`config.mk`:
```
export PLATFORM = sky130hd
export DESIGN_NAME = uart_tx_cfg
export DESIGN_NICKNAME = d
export VERILOG_FILES = /design/src/rtl/uart_tx_cfg.sv
export SDC_FILE = /design/constraint.sdc
export NUM_CORES = 1
export LEC_CHECK = 0
export ABC_CLOCK_PERIOD_IN_PS = 3200
export BUFFER_PORTS_ARGS = -buffer_cell sky130_fd_sc_hd__buf_2
export CAP_MARGIN = 30
export CORE_ASPECT_RATIO = 0.9
export CORE_MARGIN = 10
export CORE_UTILIZATION = 45
export CTS_CLUSTER_DIAMETER = 200
export DETAILED_ROUTE_END_ITERATION = 7
export HOLD_SLACK_MARGIN = 0.02
export SYNTH_ARGS = -nofsm -noshare
export SYNTH_HDL_FRONTEND = slang
export SYNTH_SLANG_ARGS = --single-unit
```
`constraint.sdc`:
```
create_clock -name clk -period 3.2 [get_ports clk]
set_clock_uncertainty 0.15 [all_clocks]
set_input_delay 0.16 -clock clk [delete_from_list [all_inputs] [get_ports clk]]
set_output_delay 0.16 -clock clk [all_outputs]
set_load 0.005 [all_outputs]
```
`src/rtl/uart_tx_cfg.sv`:
```
// Configurable UART transmitter with a small transmit FIFO.
// Frames are start, LSB-first data, optional parity, then one or two stop bits.
module uart_tx_cfg #(
    parameter int unsigned DATA_BITS    = 8,
    parameter int unsigned BAUD_DIVIDER = 434,
    parameter int unsigned PARITY_MODE  = 0,
    parameter int unsigned STOP_BITS    = 1,
    parameter int unsigned FIFO_DEPTH   = 4
) (
    input  logic                               clk,
    input  logic                               reset,
    input  logic [DATA_BITS-1:0]               in_data,
    input  logic                               in_valid,
    output logic                               in_ready,
    output logic                               tx,
    output logic                               busy,
    output logic                               done,
    output logic [$clog2(FIFO_DEPTH+1)-1:0]    fifo_count
);

    localparam int unsigned CNT_W  = $clog2(FIFO_DEPTH + 1);
    localparam int unsigned PTR_W  = $clog2(FIFO_DEPTH);
    localparam int unsigned BAUD_W = $clog2(BAUD_DIVIDER);
    localparam int unsigned BIT_W  = $clog2(DATA_BITS);

    typedef enum logic [2:0] {IDLE, START, DATA, PARITY, STOP} state_t;

    state_t                state, state_next;
    logic [BAUD_W-1:0]     baud_cnt, baud_next;
    logic [BIT_W-1:0]      bit_cnt, bit_next;
    logic                  stop_cnt, stop_next;
    logic [DATA_BITS-1:0]  shift_q, shift_next;
    logic                  par_q, par_next;
    logic                  tx_next, busy_next, done_next;
    logic                  pop, load, bit_end;

    logic [DATA_BITS-1:0]  mem [FIFO_DEPTH];
    logic [PTR_W-1:0]      wr_ptr, rd_ptr;
    logic [DATA_BITS-1:0]  head;
    logic                  wr_en;

    // Ready is gated by reset so nothing is accepted while it is held.
    assign in_ready = !reset && (fifo_count != CNT_W'(FIFO_DEPTH));
    assign wr_en    = in_valid && in_ready;
    assign head     = mem[rd_ptr];

    always_ff @(posedge clk) begin
        if (wr_en) begin
            mem[wr_ptr] <= in_data;
        end
    end

    always_ff @(posedge clk) begin
        if (reset) begin
            wr_ptr     <= '0;
            rd_ptr     <= '0;
            fifo_count <= '0;
        end else begin
            if (wr_en) wr_ptr <= wr_ptr + 1'b1;
            if (pop)   rd_ptr <= rd_ptr + 1'b1;
            case ({wr_en, pop})
                2'b10:   fifo_count <= fifo_count + 1'b1;
                2'b01:   fifo_count <= fifo_count - 1'b1;
                default: fifo_count <= fifo_count;
            endcase
        end
    end

    always_ff @(posedge clk) begin
        if (reset) begin
            state    <= IDLE;
            baud_cnt <= '0;
            bit_cnt  <= '0;
            stop_cnt <= 1'b0;
            shift_q  <= '0;
            par_q    <= 1'b0;
            tx       <= 1'b1;
            busy     <= 1'b0;
            done     <= 1'b0;
        end else begin
            state    <= state_next;
            baud_cnt <= baud_next;
            bit_cnt  <= bit_next;
            stop_cnt <= stop_next;
            shift_q  <= shift_next;
            par_q    <= par_next;
            tx       <= tx_next;
            busy     <= busy_next;
            done     <= done_next;
        end
    end

    // Next state and the registered line value for the upcoming cycle.
    always_comb begin
        state_next = state;
        baud_next  = baud_cnt + 1'b1;
        bit_next   = bit_cnt;
        stop_next  = stop_cnt;
        shift_next = shift_q;
        par_next   = par_q;
        tx_next    = tx;
        done_next  = 1'b0;
        load       = 1'b0;
        bit_end    = (baud_cnt == BAUD_W'(BAUD_DIVIDER - 1));

        case (state)
            IDLE: begin
                baud_next = '0;
                tx_next   = 1'b1;
                if (fifo_count != '0) load = 1'b1;
            end
            START: begin
                if (bit_end) begin
                    baud_next  = '0;
                    bit_next   = '0;
                    state_next = DATA;
                    tx_next    = shift_q[0];
                end
            end
            DATA: begin
                if (bit_end) begin
                    baud_next = '0;
                    if (bit_cnt == BIT_W'(DATA_BITS - 1)) begin
                        if (PARITY_MODE != 0) begin
                            state_next = PARITY;
                            tx_next    = par_q;
                        end else begin
                            state_next = STOP;
                            stop_next  = 1'b0;
                            tx_next    = 1'b1;
                        end
                    end else begin
                        shift_next = shift_q >> 1;
                        bit_next   = bit_cnt + 1'b1;
                        tx_next    = shift_next[0];
                    end
                end
            end
            PARITY: begin
                if (bit_end) begin
                    baud_next  = '0;
                    state_next = STOP;
                    stop_next  = 1'b0;
                    tx_next    = 1'b1;
                end
            end
            STOP: begin
                if (bit_end) begin
                    baud_next = '0;
                    if (stop_cnt == 1'(STOP_BITS - 1)) begin
                        done_next = 1'b1;
                        if (fifo_count != '0) begin
                            load = 1'b1;
                        end else begin
                            state_next = IDLE;
                            tx_next    = 1'b1;
                        end
                    end else begin
                        stop_next = stop_cnt + 1'b1;
                    end
                end
            end
            default: begin
                state_next = IDLE;
                tx_next    = 1'b1;
            end
        endcase

        // Pop the FIFO head straight into the shifter so the start bit follows at once.
        pop = load;
        if (load) begin
            state_next = START;
            baud_next  = '0;
            shift_next = head;
            par_next   = (^head) ^ (PARITY_MODE == 2);
            tx_next    = 1'b0;
        end

        busy_next = (state_next != IDLE);
    end

endmodule

```
-- After elaboration in Yosys (flattened, before gate mapping)
Memory sizes are Yosys's and may differ from the RTL's. A register that Yosys moved wholly into a read port is not among the register bits.
Cells that the tools add are included.
- mux-type cells: 44
- equal/unequal tests: 22
- add/sub/neg operators: 7
- reduce and logical (&&, ||, !) cells: 18
- bitwise gates (word level): 2
- operators with widths (kind ; number):
    3-bit 2-to-1 mux ; 11
    8-bit 2-to-1 mux ; 4
    3-bit inequality test, second input constant ; 7
    1-bit 2-to-1 mux ; 19
    9-bit case mux with 2 select lines ; 1
    3-bit case mux with 5 select lines ; 1
    2-bit inequality test, second input constant ; 7
    3-bit case mux with 2 select lines ; 2
    9-bit by 1-bit adder with 9-bit output, second input constant ; 1
    9-bit == test, second input constant ; 1
    9-bit 2-to-1 mux ; 1
    3-bit nonzero test ; 3
    2-bit nonzero test ; 4
    3-bit by 1-bit adder with 3-bit output, second input constant ; 2
    3-bit by 2-bit == test with 1-bit output, second input constant ; 2
    3-bit == test, second input constant ; 2
    6-bit AND reduction ; 1
    5-bit AND reduction ; 1
    2-bit by 1-bit adder with 2-bit output, second input constant ; 2
    2-bit 2-to-1 mux ; 2
    1-bit case mux with 4 select lines ; 1
    4-bit AND reduction ; 1
    4-bit OR reduction ; 1
    3-bit by 1-bit == test with 1-bit output, second input constant ; 1
    other kinds (13) ; 15
- flip-flop bits (word level): 34
- bits of input ports: 11
- output and inout port bits: 7
- memory bits (writable): 32
- memories kept: 1
- memories (memory ; depth ; width ; read ports ; clocked after Yosys merged registers in ; wr ports ; line ; text):
    mem ; 4 ; 8 ; 1 ; 1 ; 1 ; 37 ; logic [DATA_BITS-1:0] mem [FIFO_DEPTH];

-- Depth between registers and ports, before layout
- word-level depth: 7
- depth in mapped cells: 11
- depth with buffers taken out: 11

-- Least setup slack after synthesis
OpenSTA, ideal clock, no wires.
- kind: reg-to-reg
- from: register baud_cnt[3]
- to: register fifo_count[2]
- slack: 0.690 ns
- required time: 2.980 ns
- data arrival time: 2.289 ns
- cell stages (with the launch flop): 10
- cell sequence: dfxtp_1 nor4b_2 a21oi_1 nor2_1 ha_1 inv_1 fa_1 xor2_1 or3_1 a21oi_1
- longest elaborated chain between the ends: 5
- RTL lines (item ; line ; text):
    start, declared ; 29 ; logic [BAUD_W-1:0] baud_cnt, baud_next;
    start signal, assigned ; 82 ; baud_cnt <= baud_next;
    9-bit == test * ; 104 ; bit_end = (baud_cnt == BAUD_W'(BAUD_DIVIDER - 1));
    1-bit 2-to-1 mux * ; 148 ; if (bit_end) begin
    1-bit case mux with 2 select lines * ; 106 ; case (state)
    2-bit by 1-bit == test with 1-bit output / 2-bit == test (equally long branches) ; 61 ; case ({wr_en, pop})
    3-bit case mux with 2 select lines / 2-bit nonzero test (equally long branches) ; - ;
    end signal, assigned ; 62 ; 2'b10: fifo_count <= fifo_count + 1'b1;
    end signal, assigned ; 63 ; 2'b01: fifo_count <= fifo_count - 1'b1;
    end signal, assigned ; 64 ; default: fifo_count <= fifo_count;
    end, declared ; 18 ; output logic [$clog2(FIFO_DEPTH+1)-1:0] fifo_count
Mark *: on every way between the ends. The rest lies on a longest branch, timed or not.
A chain may end at the register's enable or synchronous reset.

-- Worst setup path after layout
Same ends and word-level chain as after synthesis.

==> results.yml <==
outcome:
  outcome: "finished, final reports clean"
logic_synthesis:
  syn_avg_cell_area_um2: 12.2
  ys_seq_elements: 67
  synth_flop_cell: "dfxtp_1"
  synth_top_area_frac: 0.337
  syn_nets: 254
  yosys_warnings: 0
  synthesis.instances: 233
  ys_top_cells_by_area: "edfxtp_1 34%, dfxtp_1 25%, mux4_2 6.3%"
  synth_cell_types: 46
  synth_edf_count: 32
  ys_async_sr_fraction: 0
  synth_area_um2: 2850
  yosys.area.top_type: "edfxtp_1"
  ys_seq_area_frac: 0.582
critical_path:
  r2r_start: "baud_cnt[3]$_SDFF_PP0_"
  crit_path_end_kind: "flip-flop"
  startpoint_type: "flip-flop"
  r2r_setup_slack_ns: 0.51
  path_max_fanout: 6
  crit_type: "reg -> reg"
  crit_required_ns: 3.32
  rr_endpoint: "fifo_count[2]$_SDFFE_PP0P_"
  endpoint: "fifo_count[2]$_SDFFE_PP0P_"
  arrival_ns: 2.81
  reg2regPathDepth: 9
  startpoint: "baud_cnt[3]$_SDFF_PP0_"
timing:
  max-slew-margin-rel: 0.518
  setup_tns_ns: 0
  tightest_slew_ns: 0.720
  fin_crit_sh: 0.842
  max_freq_mhz: 371
  rsz0062_at_grt: "no"
  finalHoldViolations: 0
  drv_slew: 0
  period_minus_slack_ns: 2.69
  setup_violations: 0
  layout_setup_ws_ns: 0.507
power:
  leakage_nw: 1.11
  p_switching_mw: 0.726
  p_per_area_nw_per_um2: 697
  p_seq_frac: 0.484
  ir_drop_mv: 0.405
  pwr-share-clk: 0.265
  swShare: 0.319
  combPwrFrac: 0.251
  internal-power_mw: 1.55
finish:
  multi_input_area_um2: 1110
  design_area_um2: 3260
  post-route-util: 0.531
  final_nets: 281
  final_common_cell: "dfxtp_1"
  n_fill_cell: 557
  final_cell_mix: "35 x dfxtp_1, 32 x edfxtp_1, 24 x nor2_1"
  drive_gt1_frac: 0.178
  syn2layout_area_growth_pct: 14.4
  diodes: 0
  seq_area_um2: 1660
global_route:
  track_usage: 0.112
  antenna_found_initial: 0
  first_global_vias: 1871
  grt_pass1_wl_mm: 9.03
  grt_overflow: 0
  grt_max_degree: 30
die:
  die_y_um: 95.5
  rows: 27
  fp.coreArea_um2: 6150
  die-area_um2: 9930
  ioPinCount: 18
  start_util: 0.464
  die_x_um: 104
drt:
  totalWireLength_mm: 5.23
  route.vias.total: 1851
  viasPerCell: 5.27
  dr.pass1.iters: 4
  wl_per_cell_um: 14.9
  ant_nets: 0
  route.detailed.drc: 0
  drt-initial-drc-count: 68
clocking:
  htree_levels: 3
  clk_path_buf_depth: 2
  clkTransAtPathRegs_ns: 0.07
  clk_latency_ns: 0.34
  cts_num_sinks: 67
  cts_buffers: 9
  cts_setup_buffers: 0
  root_buffer: "clkbuf_8"
  cts_tree: "yes"
placed_design:
  hpwl_mm: 3.53
  dp_slack_ns: 0.522
  place_area_um2: 3020
  io_buffer_count: 17
  place_congestion: 0.772
run:
  max_cap_viol_count: 0
worst_hold_path:
  hold_class: "in -> reg"
## kinds of logic (layout without fill, tap and decap cells)
group                      after synthesis  in the layout  synth area share
and+or+nand+nor                         61             61             0.117
adders and majority gates               10             10            0.0465
xor gates and xnor gates                11             11            0.0338
muxes                                    9              9            0.0667
AOI/OAI and AO/OA                       53             53             0.124
DFF                                     67             67             0.582
buffers and inverters                   22             53            0.0298
## Yosys cell counts, drive strengths merged (2+ instances only)
| master | count |
|---|---|
| a31o | 2 |
| or3 | 3 |
| xor2 | 4 |
| and3 | 3 |
| a211oi | 3 |
| inv | 11 |
| clkbuf | 7 |
| and2 | 4 |
| dfxtp | 35 |
| o21ai | 7 |
| mux4 | 8 |
| nand2 | 6 |
| nor4 | 2 |
| buf | 4 |
| a22oi | 2 |
| a21oi | 18 |
| a32oi | 6 |
| o31ai | 2 |
| nand4 | 3 |
| nand3 | 5 |
| ha | 9 |
| edfxtp | 32 |
| nor2 | 24 |
| xnor2 | 7 |
| o211ai | 7 |
| nor3 | 4 |
## power by group through the flow
| stage | Combinational, mW | Clock [mW] | Sequential (mW) |
|---|---|---|---|
| finish | 0.572 | 0.602 | 1.10 |
| global route | 0.656 | 0.666 | 1.13 |
| CTS | 0.582 | 0.629 | 1.11 |
| detailed placement | 0.569 | 0 | 1.12 |
| global placement | 0.562 | 0 | 1.12 |
| floorplan | 0.467 | 0 | 1.08 |
## critical path, stage by stage (launching register included)
cell     delay [ns]
dfxtp_1        0.37
nor4b_2        0.48
a21oi_1        0.16
nor2_1         0.22
ha_1           0.22
inv_1          0.06
fa_1           0.37
xor2_1         0.16
or3_1          0.31
a21oi_1        0.14
## through the flow
step | instances | hold slack [ns] | total power, mW
2_1_floorplan | 233 | 0.109 | 1.55
3_3_place_gp | 328 | 0.225 | 1.68
3_5_place_dp | 328 | 0.232 | 1.69
4_1_cts | 351 | 0.121 | 2.32
5_1_grt | 351 | 0.161 | 2.45
6_report | 351 | 0.127 | 2.28
## routing by layer
metal	track usage	share of wire
met5	0	0
met4	0.0417	0.016
met3	0.0472	0.041
met2	0.182	0.47
met1	0.132	0.48
## repair_timing
action | 4_1_cts | 5_1_grt
endpoints found under the hold margin | 32 | 0
setup endpoints to repair | 0 | 0
hold buffers | 8 | 0
gates resized for setup | 0 | 0
## worst min path at each step
stage,start,to,slack (ns),cells past startpoint
4_1_cts,reset,bit_cnt[0]$_SDFFE_PP0P_,0.12,2
2_1_floorplan,in_data[0],mem[0][0]$_DFFE_PP_,0.11,0
6_report,reset,fifo_count[1]$_SDFFE_PP0P_,0.13,2
3_5_place_dp,in_data[1],mem[3][1]$_DFFE_PP_,0.23,1
5_1_grt,reset,fifo_count[0]$_SDFFE_PP0P_,0.16,2
3_3_place_gp,in_data[4],mem[2][4]$_DFFE_PP_,0.23,1
## cell type report
class / count / share of cell area
Clock inverter: 6 / 0.0130
Timing Repair Buffer: 27 / 0.0552
Inverter: 11 / 0.0126
Multi-Input combinational cell: 144 / 0.339
Sequential cell: 67 / 0.509
Clock buffer: 9 / 0.0379
Tap cell: 87 / 0.0333
## registers in the layout, summed over array words and instances, names as in the netlist, named ones only
name,flops
rd_ptr,2
baud_cnt,9
busy,1
done,1
fifo_count,3
mem,32
state,3
tx,1
wr_ptr,2
shift_q,8
bit_cnt,3
No activity file was read; power rests on OpenSTA's default activity.
